<file path="config.mk">
export PLATFORM = sky130hd
export DESIGN_NAME = cpu_sequencer_flat
export DESIGN_NICKNAME = d
export VERILOG_FILES = /design/src/rtl/cpu_pkg.sv /design/src/rtl/cpu_sequencer_if.sv /design/src/rtl/branch_unit.sv /design/src/rtl/cpu_sequencer.sv /design/src/flat_wrapper.sv
export SDC_FILE = /design/constraint.sdc
export NUM_CORES = 1
export LEC_CHECK = 0
export CAP_MARGIN = 0
export CORE_MARGIN = 2
export CORE_UTILIZATION = 40
export CTS_CLUSTER_DIAMETER = 150
export DETAILED_ROUTE_END_ITERATION = 10
export DONT_BUFFER_PORTS = 1
export GPL_TIMING_DRIVEN = 0
export HOLD_SLACK_MARGIN = 0.05
export PLACE_DENSITY_LB_ADDON = 0.3
export SETUP_SLACK_MARGIN = 0.4
export SYNTH_ARGS = -nofsm -noshare
export SYNTH_HDL_FRONTEND = slang
export SYNTH_SLANG_ARGS = --single-unit
</file>
<file path="constraint.sdc">
create_clock -name clk -period 3.08 [get_ports clk]
set_input_delay 0.924 -clock clk [delete_from_list [all_inputs] [get_ports clk]]
set_output_delay 0.924 -clock clk [all_outputs]
set_load 0.005 [all_outputs]
</file>
<file path="src/rtl/cpu_pkg.sv">
// cpu_pkg: shared encodings for the CPU sequencer, its branch unit and the decoder-facing bus.
package cpu_pkg;

    localparam int unsigned PcWDefault = 8;
    localparam int unsigned InstW      = 16;
    localparam int unsigned OffW       = 6;

    // Sequencer FSM states, also exported on the debug state output.
    typedef enum logic [2:0] {
        StFetch  = 3'd0,
        StDecode = 3'd1,
        StExec   = 3'd2,
        StMem    = 3'd3,
        StWb     = 3'd4,
        StHalt   = 3'd5
    } state_e;

    // Branch select codes produced by the decoder; 100..111 never branch.
    typedef enum logic [2:0] {
        BsBeq  = 3'b000,
        BsBne  = 3'b001,
        BsBltz = 3'b010,
        BsBgez = 3'b011,
        BsNone = 3'b100
    } bs_e;

    // Opcode field is inst[15:12]; R-type function field is inst[2:0].
    localparam logic [3:0] OpcRtype  = 4'h0;
    localparam logic [3:0] OpcAddi   = 4'h1;
    localparam logic [3:0] OpcLw     = 4'h2;
    localparam logic [3:0] OpcSw     = 4'h3;
    localparam logic [3:0] OpcBr     = 4'h4;
    localparam logic [2:0] FunctNop  = 3'b000;
    localparam logic [2:0] FunctHalt = 3'b001;

    // Branch condition from decoder select and ALU flags.
    function automatic logic branch_cond(logic [2:0] bs, logic z, logic n);
        logic taken;
        taken = 1'b0;
        case (bs)
            BsBeq:   taken = z;
            BsBne:   taken = ~z;
            BsBltz:  taken = n;
            BsBgez:  taken = ~n;
            default: taken = 1'b0;
        endcase
        return taken;
    endfunction

endpackage

</file>
<file path="src/rtl/cpu_sequencer_if.sv">
// cpu_sequencer_if: instruction fetch, decoder control and data-memory strobe bundle.
// master = sequencer side, slave = fetch memory / decoder / data memory side.
interface cpu_sequencer_if #(
    parameter int unsigned PC_W = cpu_pkg::PcWDefault
);
    // Instruction fetch
    logic [15:0]     inst_rdata;
    logic            inst_valid;
    logic            inst_req;
    logic [PC_W-1:0] pc;
    logic [15:0]     ir;
    // Decoder controls for ir
    logic            ld;
    logic            mw;
    logic            md;
    logic            hlt;
    logic [2:0]      bs;
    logic [5:0]      off;
    // ALU flags
    logic            z;
    logic            n;
    // Data memory and register file strobes
    logic            dmem_ready;
    logic            rf_we;
    logic            dmem_we;
    logic            dmem_re;
    // Status
    logic            halted;
    logic [2:0]      state;

    modport master (
        input  inst_rdata, inst_valid, ld, mw, md, hlt, bs, off, z, n, dmem_ready,
        output inst_req, pc, ir, rf_we, dmem_we, dmem_re, halted, state
    );

    modport slave (
        output inst_rdata, inst_valid, ld, mw, md, hlt, bs, off, z, n, dmem_ready,
        input  inst_req, pc, ir, rf_we, dmem_we, dmem_re, halted, state
    );

endinterface

</file>
<file path="src/rtl/branch_unit.sv">
// branch_unit: combinational branch decision and target (pc + 1 + sign-extended offset).
module branch_unit
    import cpu_pkg::*;
#(
    parameter int unsigned PC_W = PcWDefault
) (
    input  logic [2:0]      bs,
    input  logic            z,
    input  logic            n,
    input  logic [OffW-1:0] off,
    input  logic [PC_W-1:0] pc,
    output logic            taken,
    output logic [PC_W-1:0] target
);

    // Wide enough to hold both the PC and the full offset; the sum wraps modulo 2^PC_W.
    localparam int unsigned ExtW = (PC_W > OffW) ? PC_W : OffW;

    logic [ExtW-1:0] off_ext;
    logic [ExtW-1:0] sum;

    // Condition evaluation and relative target.
    always_comb begin
        off_ext = ExtW'($signed(off));
        sum     = ExtW'(pc) + ExtW'(1) + off_ext;
        taken   = branch_cond(bs, z, n);
        target  = sum[PC_W-1:0];
    end

endmodule

</file>
<file path="src/rtl/cpu_sequencer.sv">
// cpu_sequencer: multi-cycle FETCH/DECODE/EXEC/MEM/WB/HALT control sequencer.
// Optional feature macro SEQ_PERF_CNT_EN adds saturating instret/cycles counters.
module cpu_sequencer
    import cpu_pkg::*;
#(
    parameter int unsigned PC_W = PcWDefault
) (
    input  logic            clk,
    input  logic            rst_n,
    cpu_sequencer_if.master bus
`ifdef SEQ_PERF_CNT_EN
    ,
    output logic [15:0]     instret,
    output logic [15:0]     cycles
`endif
);

    state_e           state_q, state_d;
    logic [PC_W-1:0]  pc_q, pc_d;
    logic [PC_W-1:0]  pc_inc;
    logic [PC_W-1:0]  br_target;
    logic [InstW-1:0] ir_q, ir_d;
    logic             br_taken;
    // Low from reset until the first clock edge, so no fetch is requested while in reset.
    logic             started_q;

    logic inst_req;
    logic rf_we;
    logic dmem_we;
    logic dmem_re;

    branch_unit #(
        .PC_W (PC_W)
    ) u_branch_unit (
        .bs     (bus.bs),
        .z      (bus.z),
        .n      (bus.n),
        .off    (bus.off),
        .pc     (pc_q),
        .taken  (br_taken),
        .target (br_target)
    );

    assign pc_inc = pc_q + PC_W'(1);

    // State, PC and IR registers; reset abandons any fetch or data access in flight.
    always_ff @(posedge clk or negedge rst_n) begin
        if (!rst_n) begin
            state_q   <= StFetch;
            pc_q      <= '0;
            ir_q      <= '0;
            started_q <= 1'b0;
        end else begin
            state_q   <= state_d;
            pc_q      <= pc_d;
            ir_q      <= ir_d;
            started_q <= 1'b1;
        end
    end

    // Next state, PC/IR update and strobe decode; strobes depend only on state and decoder.
    always_comb begin
        state_d  = state_q;
        pc_d     = pc_q;
        ir_d     = ir_q;
        inst_req = 1'b0;
        rf_we    = 1'b0;
        dmem_we  = 1'b0;
        dmem_re  = 1'b0;
        case (state_q)
            StFetch: begin
                inst_req = started_q;
                if (started_q && bus.inst_valid) begin
                    ir_d    = bus.inst_rdata;
                    state_d = StDecode;
                end
            end
            StDecode: begin
                state_d = bus.hlt ? StHalt : StExec;
            end
            StExec: begin
                if (bus.mw || (bus.ld && bus.md)) begin
                    state_d = StMem;
                end else if (bus.ld) begin
                    state_d = StWb;
                end else begin
                    // Branches and NOPs retire here; flags only matter in this state.
                    state_d = StFetch;
                    pc_d    = br_taken ? br_target : pc_inc;
                end
            end
            StMem: begin
                // Store wins if the decoder ever raises both, keeping the strobes exclusive.
                dmem_we = bus.mw;
                dmem_re = bus.md & ~bus.mw;
                if (bus.dmem_ready) begin
                    if (bus.mw) begin
                        state_d = StFetch;
                        pc_d    = pc_inc;
                    end else begin
                        state_d = StWb;
                    end
                end
            end
            StWb: begin
                rf_we   = 1'b1;
                pc_d    = pc_inc;
                state_d = StFetch;
            end
            StHalt: begin
                state_d = StHalt;
            end
            default: begin
                state_d = StFetch;
            end
        endcase
    end

    assign bus.inst_req = inst_req;
    assign bus.pc       = pc_q;
    assign bus.ir       = ir_q;
    assign bus.rf_we    = rf_we;
    assign bus.dmem_we  = dmem_we;
    assign bus.dmem_re  = dmem_re;
    assign bus.halted   = (state_q == StHalt);
    assign bus.state    = state_q;

`ifdef SEQ_PERF_CNT_EN
    logic [15:0] instret_q;
    logic [15:0] cycles_q;
    logic        retire;
    logic        active;

    assign retire = (state_d == StFetch) &&
                    ((state_q == StExec) || (state_q == StMem) || (state_q == StWb));
    // The idle edge that first raises inst_req after reset is not an instruction cycle.
    assign active = started_q && (state_q != StHalt);

    // Saturating retired-instruction and active-cycle counters.
    always_ff @(posedge clk or negedge rst_n) begin
        if (!rst_n) begin
            instret_q <= '0;
            cycles_q  <= '0;
        end else begin
            if (retire && (instret_q != 16'hFFFF)) begin
                instret_q <= instret_q + 16'd1;
            end
            if (active && (cycles_q != 16'hFFFF)) begin
                cycles_q <= cycles_q + 16'd1;
            end
        end
    end

    assign instret = instret_q;
    assign cycles  = cycles_q;
`endif

endmodule

</file>
<file path="src/flat_wrapper.sv">
// flat-port wrapper written by rule: the top's interface ports become plain ports
module cpu_sequencer_flat import cpu_pkg::*;
#(
    parameter int unsigned PC_W = PcWDefault
)
  (clk, rst_n, bus_inst_rdata, bus_inst_valid, bus_ld, bus_mw, bus_md, bus_hlt, bus_bs, bus_off, bus_z, bus_n, bus_dmem_ready, bus_inst_req, bus_pc, bus_ir, bus_rf_we, bus_dmem_we, bus_dmem_re, bus_halted, bus_state);
  cpu_sequencer_if #(.PC_W(PC_W)) bus_i ();
  input  logic clk;
  input  logic rst_n;
  input wire logic [$bits(bus_i.inst_rdata)-1:0] bus_inst_rdata;
  input wire logic [$bits(bus_i.inst_valid)-1:0] bus_inst_valid;
  input wire logic [$bits(bus_i.ld)-1:0] bus_ld;
  input wire logic [$bits(bus_i.mw)-1:0] bus_mw;
  input wire logic [$bits(bus_i.md)-1:0] bus_md;
  input wire logic [$bits(bus_i.hlt)-1:0] bus_hlt;
  input wire logic [$bits(bus_i.bs)-1:0] bus_bs;
  input wire logic [$bits(bus_i.off)-1:0] bus_off;
  input wire logic [$bits(bus_i.z)-1:0] bus_z;
  input wire logic [$bits(bus_i.n)-1:0] bus_n;
  input wire logic [$bits(bus_i.dmem_ready)-1:0] bus_dmem_ready;
  output wire logic [$bits(bus_i.inst_req)-1:0] bus_inst_req;
  output wire logic [$bits(bus_i.pc)-1:0] bus_pc;
  output wire logic [$bits(bus_i.ir)-1:0] bus_ir;
  output wire logic [$bits(bus_i.rf_we)-1:0] bus_rf_we;
  output wire logic [$bits(bus_i.dmem_we)-1:0] bus_dmem_we;
  output wire logic [$bits(bus_i.dmem_re)-1:0] bus_dmem_re;
  output wire logic [$bits(bus_i.halted)-1:0] bus_halted;
  output wire logic [$bits(bus_i.state)-1:0] bus_state;
  assign bus_i.inst_rdata = bus_inst_rdata;
  assign bus_i.inst_valid = bus_inst_valid;
  assign bus_i.ld = bus_ld;
  assign bus_i.mw = bus_mw;
  assign bus_i.md = bus_md;
  assign bus_i.hlt = bus_hlt;
  assign bus_i.bs = bus_bs;
  assign bus_i.off = bus_off;
  assign bus_i.z = bus_z;
  assign bus_i.n = bus_n;
  assign bus_i.dmem_ready = bus_dmem_ready;
  assign bus_inst_req = bus_i.inst_req;
  assign bus_pc = bus_i.pc;
  assign bus_ir = bus_i.ir;
  assign bus_rf_we = bus_i.rf_we;
  assign bus_dmem_we = bus_i.dmem_we;
  assign bus_dmem_re = bus_i.dmem_re;
  assign bus_halted = bus_i.halted;
  assign bus_state = bus_i.state;
  cpu_sequencer #(.PC_W(PC_W)) u_core (.clk(clk), .rst_n(rst_n), .bus(bus_i));
endmodule
</file>
==> results.tsv <==
metric	value	unit
post_route_cells_drive_above_1_share	25.14	%
ios	67	
cap_violations	0	
endpoint_kind	flip-flop	
antenna_cells	0	
cts_tree	yes	
path_cells	ha_4 > nand4_1 > nor2_1 > xor2_1 > ha_1 > a21oi_2 > mux2i_1 > nand4_1 > o2111a_1 > o21ai_2 > xnor2_1	
cts.sinks	28	
critPathMaxStageDelay	0.45	ns
drt_iter0_markers	45	
wl_per_cell	16.70	um
path_max_fanout	6	
seq_area_frac_synth	39.60	%
nets	225	
yosysWarnings	0	
yosys.cell_count.top_type	dfrtp_1	
htreeDepth	1	
fin_cells	231	
dpl.hpwl	2982	um
netlist_top_cells_count	dfrtp_1, a21oi_1, nor2_1, mux2_2, ha_1	
maxSlewViolCount	0	
hold_class	in -> async	
finClkSkew	0.001473	ns
dieWidth	70.51	um
core-area	4294	um^2
ys_ff_latch	28	
detailroute.via_count	1343	
grt_pass1_vias	1462	
ant_nets	0	
cts_buffers	3	
drtPass1Iterations	4	
start_kind	flip-flop	
yosys.cell_types.count	42	
syn_to_final_growth	11.46	%
p_leak	0.0008760	uW
cts_hold_buf	0	
num_rows	24	
fill_cells	408	
synthArstFlopShare	100.0	%
outcome	finished clean	
grt_first_pass_wirelength	6479	um
final.setup.tns	0	ns
finalCriticalPeriod	2.655	ns
totalWireLength	3858	um
p_per_area	1161	nW/um^2
synth_edf_count	0	
fin_crit_sh	86.20	%
grt_remaining_overflow	0	
post_dp_cell_area	1834	um^2
setup_viol	0	
numPlacedInstances	224	
drc	0	
grt_usage	15.75	%
clk_path_buf_depth	2	
root_buffer	clkbuf_8	
yosys.area.top_type	dfrtp_1	
crit_top_cell	nand4_1	
worstPathArrival	2.85	ns
fin_total_pwr	2290	uW
synthesis.instances	172	
slowest_stage	dfrtp_2	
clk_pin_slew	0.09	ns
die_area	4971	um^2
routed_via_density	5.814	
die_h	70.51	um
utilization	45.92	%
ff2ff_path_depth	11	
portBuffers	0	
worstSetupPathType	reg -> reg	
rsz0062_at_grt	yes	
finalHoldViolCount	0	
synthTopCellsByArea	dfrtp_1, mux2_2, ha_1	
ir_drop	0.3981	mV
timing.fmax	376.6	MHz
worstPathRequired	3.28	ns
synth_nets	217	
start_util	41.20	%
avgSynthCellArea	10.29	um^2
final_area	1972	um^2
clk_latency	0.27	ns
reg2reg_slack	0.42	ns
antenna_found_initial	0	
synth_area	1769	um^2
synth_ff_type	dfrtp_1	
grt_max_degree	29	
synth_top_area_share	39.60	%
place_congestion	0.8725	
-- routing by layer --
| metal | share of wire (%) | GRT usage (%) |
|---|---|---|
| met3 | 6.8 | 4.185 |
| met5 | 0 | 0 |
| met4 | 1.2 | 4.274 |
| met2 | 54 | 28.83 |
| met1 | 38 | 18.01 |
-- sequential cells by signal (all words and copies together) (netlist names) --
signal            flops
u_core.bus.ir        16
u_core.bus.pc         8
u_core.started_q      1
u_core.bus.state      3
-- repair_timing --
item                                    in CTS  in global routing
gates resized for setup                      5                  7
endpoints found under the setup margin       1                  1
gates cloned                                 0                  0
pin swaps                                    1                  8
setup buffers                                1                  2
-- power by group --
part | internal, uW | switching, uW | total (uW) | leakage, uW
logic | 622 | 624 | 1250 | 0.000512
clock network | 174 | 111 | 284 | 0.0000357
registers | 550 | 209 | 759 | 0.000328
-- logic make-up (layout without fill, tap and decap cells) --
family	Yosys count	count (layout)	share of synthesized area [%]
AND/OR/NAND/NOR	40	40	12.87
XOR/XNOR	12	12	5.941
other	1	1	0.2120
flip-flops	28	28	39.60
AO/OA/AOI/OAI	47	47	16.41
multiplexers	22	22	13.58
buffers and inverters	12	19	3.889
adder cells (fa/ha/maj)	10	10	7.497
-- stage by stage --
step	setup WS [ns]	hold slack, ns
after detailed placement	0.2031	0.4976
final	0.4250	0.3352
after floorplan	0.6281	0.4693
after CTS	0.4008	0.3265
after global placement	0.3362	0.5034
after global routing	0.2787	0.3119
-- cells in the final DEF, fill, tap and decap left out, types with 2 or more instances in the layout --
cell type and count:
a211oi_1 3, a21o_1 2, a21oi_1 20, buf_2 4, buf_4 4, buf_6 2
clkbuf_8 3, dfrtp_1 25, dfrtp_2 3, ha_1 8, inv_1 4, mux2_2 16
mux2i_1 6, nand2b_1 3, nand3_1 4, nand4_1 3, nor2_1 17, nor3b_1 2
o211ai_1 2, o21ai_0 8, o21ai_2 2, or2b_1 2, or3_1 2, xnor2_1 5
xor2_1 6
-- worst paths after layout --
check,start,end
max,u_core.bus.pc[0]$_DFFE_PN0P_,u_core.bus.pc[7]$_DFFE_PN0P_
min,rst_n,u_core.bus.ir[2]$_DFFE_PN0P_
max reg2reg,u_core.bus.pc[0]$_DFFE_PN0P_,u_core.bus.pc[7]$_DFFE_PN0P_
min reg2reg,u_core.bus.pc[7]$_DFFE_PN0P_,u_core.bus.pc[7]$_DFFE_PN0P_
max in group asynchronous,rst_n,u_core.bus.pc[2]$_DFFE_PN0P_
min in group clk,u_core.bus.pc[7]$_DFFE_PN0P_,u_core.bus.pc[7]$_DFFE_PN0P_
-- worst max-delay path, delay by kind of cell, from the launching register on --
| family | cells | cell delay, ns |
|---|---|---|
| adder cells (fa/ha/maj) | 2 | 0.46 |
| AND/OR/NAND/NOR | 3 | 0.50 |
| XOR/XNOR | 2 | 0.33 |
| flip-flops | 1 | 0.45 |
| AO/OA/AOI/OAI | 3 | 0.62 |
| multiplexers | 1 | 0.22 |
-- layout make-up --
class	count	area (um^2)	area share, %
well taps	52	65.06	3.299
multi-input cells	132	1039	52.67
flip-flops and latches	28	704.4	35.72
inverters	4	15.01	0.7614
repair buffers	3	22.52	1.142
clock buffers	3	41.29	2.094
plain buffers	8	55.05	2.792
clock inverters	1	30.03	1.523
(Power assumes the default switching activity.)
==> patch 1, RTL diff (same flow settings) <==
Change the package constant `PcWDefault` from 8 to 16.
--- a/src/rtl/cpu_pkg.sv
+++ b/src/rtl/cpu_pkg.sv
@@ -1,7 +1,7 @@
 // cpu_pkg: shared encodings for the CPU sequencer, its branch unit and the decoder-facing bus.
 package cpu_pkg;
 
-    localparam int unsigned PcWDefault = 8;
+    localparam int unsigned PcWDefault = 16;
     localparam int unsigned InstW      = 16;
     localparam int unsigned OffW       = 6;
 
Ports: changed (resized bus_pc); port bits go from 67 to 75. No check against the original RTL was run, so the function may have changed too.
==> patch 1 against the unedited design <==
  * Worst setup slack got worse by 120 ps
  * Area after synthesis increased by 57%
  * Fmax decreased by 4.3%
  * Largest cell class unchanged
  * Die area increased by 53%
  * Final area increased by 68%
  * Largest power group unchanged
  * Sequential cell count increased by 8
  * Wire length increased by 90%
  * Final cell count increased by 82%
  * Via count increased by 83%
  * Power increased by 51%
  * Clock power increased by 29%
  * Non-clock buffer count increased by 19
==> patch 1: results (changes against the unedited design) <==
Detailed routing:
- The violation count after the first detailed-routing iteration is 167 (was 45).
- The total number of vias is 2464 (was 1343).
- The number of DRC violations after detailed routing is 0 (unchanged).
- The number of vias per cell after detailed routing is 5.853 (was 5.814).
- The final routed wire length divided by cell count is 17.42 µm (was 16.70 µm).

Logic synthesis:
- The number of nets produced by synthesis is 370 (was 217).
- The share of the synthesized netlist area taken by xor and xnor gates is 7.265% (was 5.941%).
- The part of the Yosys area used for sequential elements is 32.49% (was 39.60%).
- The adder and majority gate portion of the synthesized area is 9.747% (was 7.496%).
- The fraction of the mapped netlist area in compound gates is 19.81% (was 16.41%).
- Main area contributors after synthesis: dfrtp_1 32%, ha_1 9.0%, a21oi_1 6.9%, mux2_2 6.5%, o21ai_0 4.3% (was dfrtp_1 40%, mux2_2 10%, ha_1 6.4%, a21oi_1 5.9%, nor2_1 3.6%).
- The share of synthesized area spent on multiplexers is 7.942% (was 13.58%).
- The number of different library cells in the post-synthesis netlist came to 54 (was 42).
- The main flop type after synthesis is dfrtp_1 (unchanged).
- Top cells by count, synth: 38 x a21oi_1, 36 x dfrtp_1, 30 x nand2_1, 28 x nor2_1, 24 x o21ai_0 (was 28 x dfrtp_1, 21 x a21oi_1, 17 x nor2_1, 16 x mux2_2, 9 x ha_1).
- The instance count of the mapped netlist was 314 (was 172).

STA:
- The maximum clock frequency is 0.3603 GHz (was 0.3766 GHz).
- The worst-case clock skew came to 6.332 ps (was 1.473 ps).
- The pin slew with the least headroom to its limit is 826.9 ps.

Pwr:
- The cell leakage power is 1.375 nW (was 0.8760 nW).
- The maximum vdd ir drop is 369.8 µV (was 398.1 µV).

Setup path:
- The setup slack on the worst flop-to-flop path is 300 ps (was 420 ps).
- The data arrival time of the critical path is 2970 ps (was 2850 ps).
- The worst reg2reg path depth was 13 (was 11).
- The largest single stage delay on the critical path is 460 ps.
- The top cell family by delay on the critical path was compound AO/OA/AOI/OAI gates (unchanged).
- The capture point of the worst reg-to-reg path is u_core.bus.pc[14] (was u_core.bus.pc[7]).

Final layout:
- The share of final-layout standard cells stronger than drive strength 1 is 28.74% (was 25.14%).
- The net count reported at finish is 396 (was 225).

Clocking:
- The clock insertion delay at the later pin of the skew report is 300 ps (was 270 ps).
- The TritonCTS buffer count came to 5 (was 3).
- The CTS H-tree depth is 2 (was 1).
- The buffer depth of the longest clock path is 2 (unchanged).

Placed design:
- The pre-CTS setup slack is -117.0 ps (was 203.1 ps).
- The HPWL after detailed placement is 5092 µm (was 2982 µm).
- The final estimated routing congestion in global placement is 0.8619 (was 0.8725).
- The cell total after placement is 394 (was 224).

Global route:
- The largest net degree at the start of global routing is 37 (was 29).
- The number of antenna violations at the first check in global routing is 0 (unchanged).
- The via count of the first global-routing pass is 2411 (was 1462).
- The total routing resource utilization after global routing is 19.26% (was 15.75%).
- The global-route wire length before repair is 11640 µm (was 6479 µm).

Outcome:
- Outcome: finished, final reports clean (unchanged).
patch 1: logic make-up (layout without fill, tap and decap cells):
kind of cell / after synthesis / count (layout)
other cells: 1 / 1
buf+inv: 17 / 44
fa+ha+maj: 21 / 21
mux: 20 / 20
flops: 36 / 36
compound gates: 92 / 92
xor+xnor: 23 / 23
simple gates: 104 / 104
patch 1: worst max path at each step:
stage,cells after the start,start,endpoint
6_report,13,u_core.bus.pc[0],u_core.bus.pc[14]
5_1_grt,13,u_core.bus.pc[0],u_core.bus.pc[15]
4_1_cts,13,u_core.bus.pc[1],u_core.bus.pc[15]
3_5_place_dp,12,u_core.bus.pc[2],u_core.bus.pc[14]
3_3_place_gp,12,u_core.bus.pc[2],u_core.bus.pc[15]
2_1_floorplan,9,bus_off[0],u_core.bus.pc[14]
patch 1: cell type report:
| cell class | instances | area [µm²] |
|---|---|---|
| Clock buffer | 7 | 86.33 |
| Clock inverter | 1 | 7.507 |
| Sequential cell | 36 | 910.9 |
| Inverter | 6 | 22.52 |
| Fill cell | 643 | 3442 |
| Timing Repair Buffer | 19 | 142.6 |
| Tap cell | 80 | 100.1 |
| Multi-Input combinational cell | 261 | 1978 |
| Buffer | 11 | 66.31 |
patch 1: stage by stage:
stage	hold slack (ps)	cell area (µm²)
2_1_floorplan	504.2	2791
3_3_place_gp	522.4	2892
3_5_place_dp	525.7	2892
4_1_cts	309.3	3201
5_1_grt	298.4	3314
6_report	313.5	3314
patch 1: what timing repair did:
action,in CTS,in global routing
pin swaps,18,18
endpoints found under the setup margin,7,7
buffers inserted,15,4
resized for setup,30,19
patch 1: per-layer routing:
layer  GRT usage [%]  vias up  share of wire [%]
li1                -     1189                  -
met1           25.69     1194                 42
met2           30.51       68                 50
met3           4.739       13                5.9
met4           6.434        0                2.0
met5               0        -                  0
patch 1: power breakdown:
group | internal (W) | switching, W | total (W)
Sequential | 0.000713 | 0.000331 | 0.00104
Combinational | 0.000952 | 0.00110 | 0.00205
Clock | 0.000182 | 0.000185 | 0.000367
==> patch 2, RTL diff (same flow settings) <==
Without the edit above. Take the reset off `pc_q` and `ir_q` and load them in a clocked block of their own.
--- a/src/rtl/cpu_sequencer.sv
+++ b/src/rtl/cpu_sequencer.sv
@@ -47,15 +47,16 @@
     always_ff @(posedge clk or negedge rst_n) begin
         if (!rst_n) begin
             state_q   <= StFetch;
-            pc_q      <= '0;
-            ir_q      <= '0;
             started_q <= 1'b0;
         end else begin
             state_q   <= state_d;
-            pc_q      <= pc_d;
-            ir_q      <= ir_d;
             started_q <= 1'b1;
         end
+    end
+
+    always_ff @(posedge clk) begin
+        pc_q <= pc_d;
+        ir_q <= ir_d;
     end
 
     // Next state, PC/IR update and strobe decode; strobes depend only on state and decoder.
Behaviour: differs if rst_n is asserted again (counterexample within 4 cycles, from zero or initial values and one cycle with rst_n low); with rst_n held inactive, the same outputs for 10 cycles.
==> patch 2 against the unedited design <==
  * Die area decreased by 12%
  * Core utilization decreased by 0.50 points
  * Highest routed layer unchanged
  * Non-clock buffer count shrank 7
  * Worst setup slack improved by 140 ps
  * Wire length fell by 27%
  * Largest cell class is now flip-flops and latches
  * Global-route usage decreased by 2.3 points
  * Final area fell by 15%
  * Sequential cell count unchanged
  * Area after synthesis is 13% lower
Power is not compared: it rests on default switching activity, and its combinational part moved more than twofold at a synthesized area within 25%.
==> patch 2: results (changes against the unedited design) <==
Detailed routing:
- The total wire length is 2813 µm (was 3858 µm).
- The total number of vias is 979 (was 1343).
- The violation count after the first detailed-routing iteration came to 30 (was 45).

Setup path:
- The reg-to-reg critical path startpoint is u_core.bus.pc[0] (unchanged).
- The worst reg2reg path depth is 7 (was 11).
- The top cell family by delay on the critical path is adder cells (was compound AO/OA/AOI/OAI gates).
- The slowest cell on the critical path is edfxtp_1 (was dfrtp_2).
- The capture point of the worst reg-to-reg path was u_core.bus.pc[6] (was u_core.bus.pc[7]).
- The longest individual stage delay on the worst path is 490 ps (was 450 ps).
- The maximum fanout count along the critical path came to 5 (was 6).
- The setup slack on the worst flop-to-flop path came to 560 ps (was 420 ps).

Placed design:
- The placed instance area is 0.001604 mm² (was 0.001834 mm²).
- The cell total after placement was 179 (was 224).
- The final estimated routing congestion in global placement is 0.7929 (was 0.8725).
- The HPWL after detailed placement is 2380 µm (was 2982 µm).
- The port buffer count is 0 (unchanged).

Outcome:
- Outcome: finished, final reports clean (unchanged).

Logic synthesis:
- Main area contributors after synthesis: edfxtp_1 47%, ha_1 7.3%, dfrtp_1 6.5%, xnor2_1 4.0%, a21oi_1 2.9% (was dfrtp_1 40%, mux2_2 10%, ha_1 6.4%, a21oi_1 5.9%, nor2_1 3.6%).
- The number of enable-type register cells in the synthesized netlist is 24 (was 0).
- The number of different library cells in the post-synthesis netlist came to 36 (was 42).
- The proportion of register bits with asynchronous set or reset after synthesis was 14.29% (was 100.0%).
- The mean instance size in the synthesized netlist is 11.79 µm² (was 10.29 µm²).
- Top cells by count, synth: 24 x edfxtp_1, 11 x nand2_1 (was 28 x dfrtp_1, 21 x a21oi_1, 17 x nor2_1, 16 x mux2_2, 9 x ha_1).
- The main flop type after synthesis is edfxtp_1 (was dfrtp_1).
- The part of the Yosys area used for sequential elements is 53.16% (was 39.60%).

Global route:
- The via count of the first global-routing pass is 1015 (was 1462).
- The largest net degree at the start of global routing was 17 (was 29).
- The global-route wire length before repair is 4491 µm (was 6479 µm).
- The sum of overflow across all layers after global routing is 0 (unchanged).
- The total routing resource utilization after global routing is 13.47% (was 15.75%).

Clocking:
- The count of instances resized after the clock tree is built was 0 (was 5).
- The TritonCTS buffer count was 3 (unchanged).
- Clock latency on the worst-skew pair, taken at its later pin, is 260 ps.
- The number of post-CTS setup repair buffers is 0 (was 1).
- The cell chosen for the clock root is clkbuf_8 (unchanged).
- The CTS H-tree depth came to 1 (unchanged).
- The clock input transition at the sequential cells of the worst setup and hold paths is 90 ps (about the same).

Final layout:
- The share of final-layout standard cells stronger than drive strength 1 came to 9.630% (was 25.14%).
- The number of inserted diodes is 0 (unchanged).
- The final cell count without fillers is 183 (was 231).

STA:
- The worst-case clock skew is 6.978 ps (was 1.473 ps).
- The worst hold slack came to 348.4 ps (was 335.2 ps).
- The headroom to the max-slew limit is 23.79%.

Hold path:
- The class of the tightest hold or removal check is input port to asynchronous set/reset pin (unchanged).
patch 2: changes by cell type in the layout (fill, tap and decap cells not counted), sizes merged, moves of 8 or more:
| cell | change |
|---|---|
| a21oi | -12 |
| nand2 | +9 |
| mux2 | -14 |
| nor2 | -8 |
| dfrtp | -24 |
| edfxtp | +24 |
| buf | -8 |
patch 2: layout make-up:
type	instances	area (µm²)
inverter	4	15.01
clock buffer	3	41.29
buffer	4	31.28
sequential	28	820.8
tap	48	60.06
clock inverter	1	30.03
fill	367	2013
multi-input combinational	95	676.9
patch 2: where the power goes:
part	internal [W]	total (W)	switching [W]	leakage (nW)
combinational	0.000270	0.000624	0.000354	0.306
clock	0.000174	0.000274	0.000101	0.0357
sequential	0.000541	0.000623	0.0000818	0.271
patch 2: through the flow:
step | utilization (%) | power, W | worst slack (ps)
floorplan | - | 0.001127 | 541.3
global placement | 43.49 | 0.001238 | 396.1
detailed placement | 43.49 | 0.001265 | 364.1
CTS | 45.42 | 0.001542 | 542.1
global route | 45.42 | 0.001646 | 400.5
finish | 45.42 | 0.001521 | 564.7
patch 2: kinds of logic (layout without fill, tap and decap cells):
logic type | after synthesis | count (layout) | synth area share, %
muxes | 4 | 4 | 2.755
other | 1 | 1 | 0.2429
xor gates and xnor gates | 12 | 12 | 6.807
AOI/OAI and AO/OA | 28 | 28 | 11.18
buffers and inverters | 8 | 12 | 2.997
DFF | 28 | 28 | 53.16
and+or+nand+nor | 40 | 40 | 14.26
adders and majority gates | 10 | 10 | 8.590
patch 2: metal layers:
| metal | track usage (%) | wire (µm) | vias up |
|---|---|---|---|
| met1 | 15.70 | 1071 | 453 |
| met4 | 1.531 | 13 | 0 |
| met5 | 0 | 0 | - |
| met2 | 23.75 | 1468 | 41 |
| li1 | - | - | 483 |
| met3 | 5.622 | 260 | 2 |
